[config.mk]
export PLATFORM = sky130hd
export DESIGN_NAME = linx_uart_tx_serializer
export DESIGN_NICKNAME = d
export VERILOG_FILES = /design/src/rtl/linx_platform_pkg.sv /design/src/rtl/linx_byte_fifo.sv /design/src/rtl/linx_uart_tx_serializer.sv
export SDC_FILE = /design/constraint.sdc
export NUM_CORES = 1
export LEC_CHECK = 0
export BUFFER_PORTS_ARGS = -buffer_cell sky130_fd_sc_hd__buf_2
export CAP_MARGIN = 20
export CORE_MARGIN = 8
export CORE_UTILIZATION = 55
export DETAILED_ROUTE_END_ITERATION = 12
export GPL_TIMING_DRIVEN = 0
export PLACE_DENSITY = 0.74
export SYNTH_ARGS = -nofsm -noshare
export SYNTH_HDL_FRONTEND = slang
export SYNTH_SLANG_ARGS = --single-unit
[constraint.sdc]
create_clock -name aclk -period 4.3 [get_ports aclk]
set_input_delay 0.43 -clock aclk [delete_from_list [all_inputs] [get_ports aclk]]
set_output_delay 0.43 -clock aclk [all_outputs]
set_load 0.02 [all_outputs]
[src/rtl/linx_platform_pkg.sv]
// Shared platform types and constants for the Zybo PL wrapper blocks.
//   uart_state_e                   serializer FSM states
//   UART_CLKS_PER_BIT_125M_115200  bit period at 125 MHz for 115200 baud
//   UART_DATA_BITS                 payload bits per UART frame
package linx_platform_pkg;

    typedef enum logic [1:0] {
        IDLE,
        START,
        DATA,
        STOP
    } uart_state_e;

    localparam int UART_CLKS_PER_BIT_125M_115200 = 1085;
    localparam int UART_DATA_BITS                = 8;

endpackage

[src/rtl/linx_byte_fifo.sv]
// Small byte FIFO for the console serializer.
//   clk, rst_n   clock, asynchronous active-low reset
//   clear        synchronous clear (highest priority)
//   push, data   write request and payload
//   pop          read request; ignored when empty
//   head         byte at the read pointer (valid when not empty)
//   full, empty  occupancy flags
//   level        registered occupancy, 0..DEPTH
// A push while full is still accepted when a pop happens on the same edge.
module linx_byte_fifo
    import linx_platform_pkg::*;
#(
    parameter  int DEPTH = 16,
    localparam int AW    = $clog2(DEPTH),
    localparam int LW    = AW + 1
) (
    input  logic                      clk,
    input  logic                      rst_n,
    input  logic                      clear,
    input  logic                      push,
    input  logic [UART_DATA_BITS-1:0] data,
    input  logic                      pop,
    output logic [UART_DATA_BITS-1:0] head,
    output logic                      full,
    output logic                      empty,
    output logic [LW-1:0]             level
);

    logic [UART_DATA_BITS-1:0] mem [DEPTH];
    logic [AW-1:0]             rd_ptr;
    logic [AW-1:0]             wr_ptr;
    logic                      pop_ok;
    logic                      push_ok;

    assign full    = (level == LW'(DEPTH));
    assign empty   = (level == '0);
    assign pop_ok  = pop & ~empty;
    assign push_ok = push & (~full | pop_ok);
    assign head    = mem[rd_ptr];

    always_ff @(posedge clk or negedge rst_n) begin
        if (!rst_n) begin
            rd_ptr <= '0;
            wr_ptr <= '0;
            level  <= '0;
        end else if (clear) begin
            rd_ptr <= '0;
            wr_ptr <= '0;
            level  <= '0;
        end else begin
            if (push_ok) wr_ptr <= wr_ptr + 1'b1;
            if (pop_ok)  rd_ptr <= rd_ptr + 1'b1;
            if (push_ok && !pop_ok)      level <= level + 1'b1;
            else if (pop_ok && !push_ok) level <= level - 1'b1;
        end
    end

    // Storage needs no reset; pointers and level define validity.
    always_ff @(posedge clk) begin
        if (push_ok && !clear) mem[wr_ptr] <= data;
    end

endmodule

[src/rtl/linx_uart_tx_serializer.sv]
// Buffers core console bytes and serialises them 8N1 onto a PL pin.
//   aclk, aresetn  clock, asynchronous active-low reset
//   flush          synchronous clear of FIFO, frame and status
//   in_valid/data  single-cycle byte strobes, no backpressure
//   uart_tx        serial line, idles high
//   busy           frame on the line or FIFO non-empty
//   level          FIFO occupancy
//   overflow       sticky byte-dropped flag
//   drop_count     saturating dropped-byte count
//   clear_status   synchronous clear of overflow and drop_count
module linx_uart_tx_serializer
    import linx_platform_pkg::*;
#(
    parameter  int DEPTH        = 16,
    parameter  int CLKS_PER_BIT = UART_CLKS_PER_BIT_125M_115200,
    parameter  int CNT_W        = 16,
    localparam int LW           = $clog2(DEPTH) + 1
) (
    input  logic                      aclk,
    input  logic                      aresetn,
    input  logic                      flush,
    input  logic                      in_valid,
    input  logic [UART_DATA_BITS-1:0] in_data,
    output logic                      uart_tx,
    output logic                      busy,
    output logic [LW-1:0]             level,
    output logic                      overflow,
    output logic [CNT_W-1:0]          drop_count,
    input  logic                      clear_status
);

    localparam int            BW        = $clog2(CLKS_PER_BIT);
    localparam int            IW        = $clog2(UART_DATA_BITS);
    localparam logic [BW-1:0] BAUD_LAST = BW'(CLKS_PER_BIT - 1);
    localparam logic [IW-1:0] BIT_LAST  = IW'(UART_DATA_BITS - 1);

    uart_state_e               state;
    logic [BW-1:0]             baud_cnt;
    logic [IW-1:0]             bit_idx;
    logic [UART_DATA_BITS-1:0] shift;
    logic [UART_DATA_BITS-1:0] head;
    logic                      full;
    logic                      empty;
    logic                      baud_done;
    logic                      pop;
    logic                      drop;

    assign baud_done = (baud_cnt == BAUD_LAST);
    // Pop exactly on the edges where the FSM loads a new frame.
    assign pop  = ~flush & ~empty &
                  ((state == IDLE) | ((state == STOP) & baud_done));
    assign drop = in_valid & ~flush & full & ~pop;
    assign busy = (state != IDLE) | (level != '0);

    linx_byte_fifo #(.DEPTH(DEPTH)) u_fifo (
        .clk   (aclk),
        .rst_n (aresetn),
        .clear (flush),
        .push  (in_valid & ~flush),
        .data  (in_data),
        .pop   (pop),
        .head  (head),
        .full  (full),
        .empty (empty),
        .level (level)
    );

    always_ff @(posedge aclk or negedge aresetn) begin
        if (!aresetn) begin
            state    <= IDLE;
            baud_cnt <= '0;
            bit_idx  <= '0;
            shift    <= '0;
            uart_tx  <= 1'b1;
        end else if (flush) begin
            state    <= IDLE;
            baud_cnt <= '0;
            bit_idx  <= '0;
            uart_tx  <= 1'b1;
        end else begin
            case (state)
                IDLE: begin
                    if (!empty) begin
                        shift    <= head;
                        uart_tx  <= 1'b0;
                        baud_cnt <= '0;
                        state    <= START;
                    end
                end
                START: begin
                    if (baud_done) begin
                        baud_cnt <= '0;
                        uart_tx  <= shift[0];
                        bit_idx  <= '0;
                        state    <= DATA;
                    end else begin
                        baud_cnt <= baud_cnt + 1'b1;
                    end
                end
                DATA: begin
                    if (baud_done) begin
                        baud_cnt <= '0;
                        if (bit_idx == BIT_LAST) begin
                            uart_tx <= 1'b1;
                            state   <= STOP;
                        end else begin
                            shift   <= shift >> 1;
                            uart_tx <= shift[1];
                            bit_idx <= bit_idx + 1'b1;
                        end
                    end else begin
                        baud_cnt <= baud_cnt + 1'b1;
                    end
                end
                STOP: begin
                    if (baud_done) begin
                        baud_cnt <= '0;
                        // Chain straight into the next start bit, no idle gap.
                        if (!empty) begin
                            shift   <= head;
                            uart_tx <= 1'b0;
                            state   <= START;
                        end else begin
                            state   <= IDLE;
                        end
                    end else begin
                        baud_cnt <= baud_cnt + 1'b1;
                    end
                end
                default: begin
                    state   <= IDLE;
                    uart_tx <= 1'b1;
                end
            endcase
        end
    end

    always_ff @(posedge aclk or negedge aresetn) begin
        if (!aresetn) begin
            overflow   <= 1'b0;
            drop_count <= '0;
        end else if (flush || clear_status) begin
            overflow   <= 1'b0;
            drop_count <= '0;
        end else if (drop) begin
            overflow <= 1'b1;
            if (drop_count != '1) drop_count <= drop_count + 1'b1;
        end
    end

endmodule

==> results.toml <==
[status]
outcome = "complete, no violations"

[finish]
nNetsFinal = 667
layout.cells.non_filler = 835
drive_gt1_share_pct = 23.0
regArea_um2 = 5220
nFillCells = 1067
areaGrowthSynthToFinish_pct = 13.2
multiInputGateArea_um2 = 3010
antenna_cells = 0

[cts]
cts.path.max_buffers = 2
clk_pin_slew_worst_paths_ns = 0.07
numCtsBuffers = 17
h-tree-depth = 4
clockRootBuffer = "clkbuf_16"
tritoncts = "done"
clk_latency_ns = 0.44
clock-sinks = 183
cts_resized = 0

[sta]
finalCritPeriodShare_pct = 85.6
grt_setup_unrepaired = "false"
fin_ws_ns = 0.621
setup-violations-final = 0
tns_ns = 0
period_needed_ns = 3.68
relSlewSlack_pct = 38.5
worst_slew_pin_slew_ns = 0.919
slew_violations = 0
hold_violations = 0
fmax_mhz = 272
skew_ns = 0.00947

[synthesis]
synth.area.mux_share_pct = 11.8
synth_fa_ha_area_share_pct = 3.07
ys_ff_latch = 183
synth_area_um2 = 8390
synth_cell_types = 71
yosysSeqAreaShare_pct = 62.3
syn_nets = 608
synth-edff-count = 128
yosysWarnings = 0
synth-compound-area-share_pct = 7.71
synthArstFlopShare_pct = 30.1
synth_top_family_by_area = "multiplexers"
synth-xor-area-share_pct = 1.88
synthSimpleGateAreaFrac_pct = 11.1
synthFlopType = "edfxtp_1"
netlist_instances = 575
synth_area_per_cell_um2 = 14.6

[global_routing]
grt_remaining_overflow = 0
grt_pass1_wl_um = 29000
grt_pass1_vias = 5386
antenna_found_initial = 0
track_usage_pct = 19.4
grt_start_max_net_pins = 42

[critical_path]
crit_fanout = 9
path_class = "flop to flop"
path_buf_inv = 1
cp-startpoint = "u_fifo.level[1]"
end_kind = "flop"
crit_end = "u_fifo.level[4]"
crit_chain = "or4_1 -> buf_2 -> nor2_2 -> o21ai_0 -> fa_1 -> a21o_1 -> a21oi_1 -> a221oi_1 -> a211oi_1 -> mux2_1"
r2r_cells = 10
r2r_setup_slack_ns = 0.62
arrival_ns = 3.99
crit_required_ns = 4.62
max_stage_delay_ns = 0.53
cp.depth = 10
r2r_end = "u_fifo.level[4]"
crit_path_start_kind = "flop"
r2r_start = "u_fifo.level[1]"
path_delay_family = "compound AO/OA/AOI/OAI gates"
slowest_stage = "or4_1"

[detailed_routing]
via_per_inst = 6.20
route.detailed.drc = 0
vias = 5175
wl_um = 18100
wire_per_inst_um = 21.7
first_iter_violations = 387
firstDrtPassIters = 5
antenna_left = 0

[pwr]
max-vdd-ir-drop_mv = 0.381
leakagePower_uw = 0.00336
p_per_area_nw_per_um2 = 529

[placed_design]
portBuffers = 34
dp_hpwl_um = 12500
place_ws_ns = 0.679
place_inst = 802
place.gp.congestion = 0.857

[floorplan]
die_area_um2 = 19500
io_pins = 37
die_y_um = 139
row_count = 45
fp.coreArea_um2 = 15000
start_util_pct = 55.8
fp.dieW_um = 139

[hold_path]
hold_start = "clear_status"
hold_path_class = "primary input to flop"

[job]
maxCapViolCount = 0
## worst register-to-register path: cells and delay by family (launching register included)
kind	cells	cell delay, ns
buf+inv	1	0.18
mux	1	0.35
compound gates	5	1.21
simple gates	2	0.84
flops	1	0.47
fa+ha+maj	1	0.51
## cells in the final DEF, fill, tap and decap left out, types with 8 or more instances in the layout
cell       netlist  layout
edfxtp_1       128     128
dfrtp_1         54      54
nor2_1          41      41
buf_2            5      39
mux4_2          32      32
o21ai_0         23      23
nand2_1         21      21
a21oi_1         20      20
clkbuf_1        17      19
ha_1            19      19
clkbuf_16        0      17
inv_1           16      16
mux2_2          14      14
xnor2_1         12      12
nand3_1         12      12
o31ai_1         11      11
nand4_1          9       9
and2_1           9       9
nor3_1           9       9
nor2b_1          8       8
## how the worst min path moves through the flow
stage	endpoint	slack, ns	depth (start not counted)
floorplan	baud_cnt[0]	0.13	0
global placement	uart_tx	0.45	2
detailed placement	drop_count[12]	0.36	1
CTS	drop_count[14]	0.27	3
global route	drop_count[14]	0.30	3
finish	drop_count[14]	0.29	3
## sequential cells by signal (all words and copies together) (netlist names), 3 cells and up
signal,cells
u_fifo.rd_ptr,4
bit_idx,3
shift,8
u_fifo.level,5
drop_count,16
baud_cnt,11
u_fifo.mem,128
u_fifo.wr_ptr,4
## repair_timing
item / in CTS / in global routing
buffers inserted: 0 / 0
endpoints found under the hold margin: 14 / 0
hold buffers: 1 / 0
## kinds of logic after synthesis
logic type	after synthesis
AND/OR/NAND/NOR	160
multiplexers	56
AO/OA/AOI/OAI	95
buffers and inverters	43
adder cells (fa/ha/maj)	20
XOR/XNOR	18
flip-flops	183
## per-layer routing
metal / global-route usage (%) / vias to the layer above / share of wire [%]
li1: - / 2355 / -
met1: 23.0 / 2646 / 42
met2: 33.7 / 151 / 52
met3: 4.96 / 23 / 5.0
met4: 6.47 / 0 / 1.4
met5: 0 / - / 0
## cell usage after synthesis, types with 8 or more instances
cell,number,share of area (%)
a21oi_1,20,1.2
nor2_1,41,1.8
edfxtp_1,128,46
and2_1,9,0.67
o31ai_1,11,0.98
nand3_1,12,0.72
nand4_1,9,0.67
clkbuf_1,17,0.76
mux2_2,14,1.9
nor2b_1,8,0.60
nand2_1,21,0.94
nor3_1,9,0.54
dfrtp_1,54,16
ha_1,19,2.8
o21ai_0,23,1.4
mux4_2,32,8.6
inv_1,16,0.72
xnor2_1,12,1.3
## where the power goes
| group | internal, uW | leakage [uW] | switching, uW |
|---|---|---|---|
| Clock | 935 | 0.000302 | 697 |
| Sequential | 1990 | 0.00189 | 78.8 |
| Combinational | 565 | 0.00117 | 756 |
| Total | 3490 | 0.00336 | 1530 |
## final cells by class
type	instances	area share [%]
plain buffers	27	1.29
flip-flops and latches	183	55.0
repair buffers	40	2.42
clock inverters	13	1.94
clock buffers	19	4.56
multi-input cells	349	31.7
inverters	16	0.633
well taps	188	2.48
## metrics by stage
| step | hold WS (ns) | instance area (um2) | total power, uW | utilization, % |
|---|---|---|---|---|
| after floorplan | 0.134 | 8390 | 3070 | - |
| after global placement | 0.449 | 8790 | 3350 | 58.5 |
| after detailed placement | 0.362 | 8870 | 3420 | 59.0 |
| after CTS | 0.272 | 9490 | 5040 | 63.2 |
| after global routing | 0.297 | 9490 | 5240 | 63.2 |
| final | 0.285 | 9490 | 5020 | 63.2 |
(Power assumes the default switching activity.)
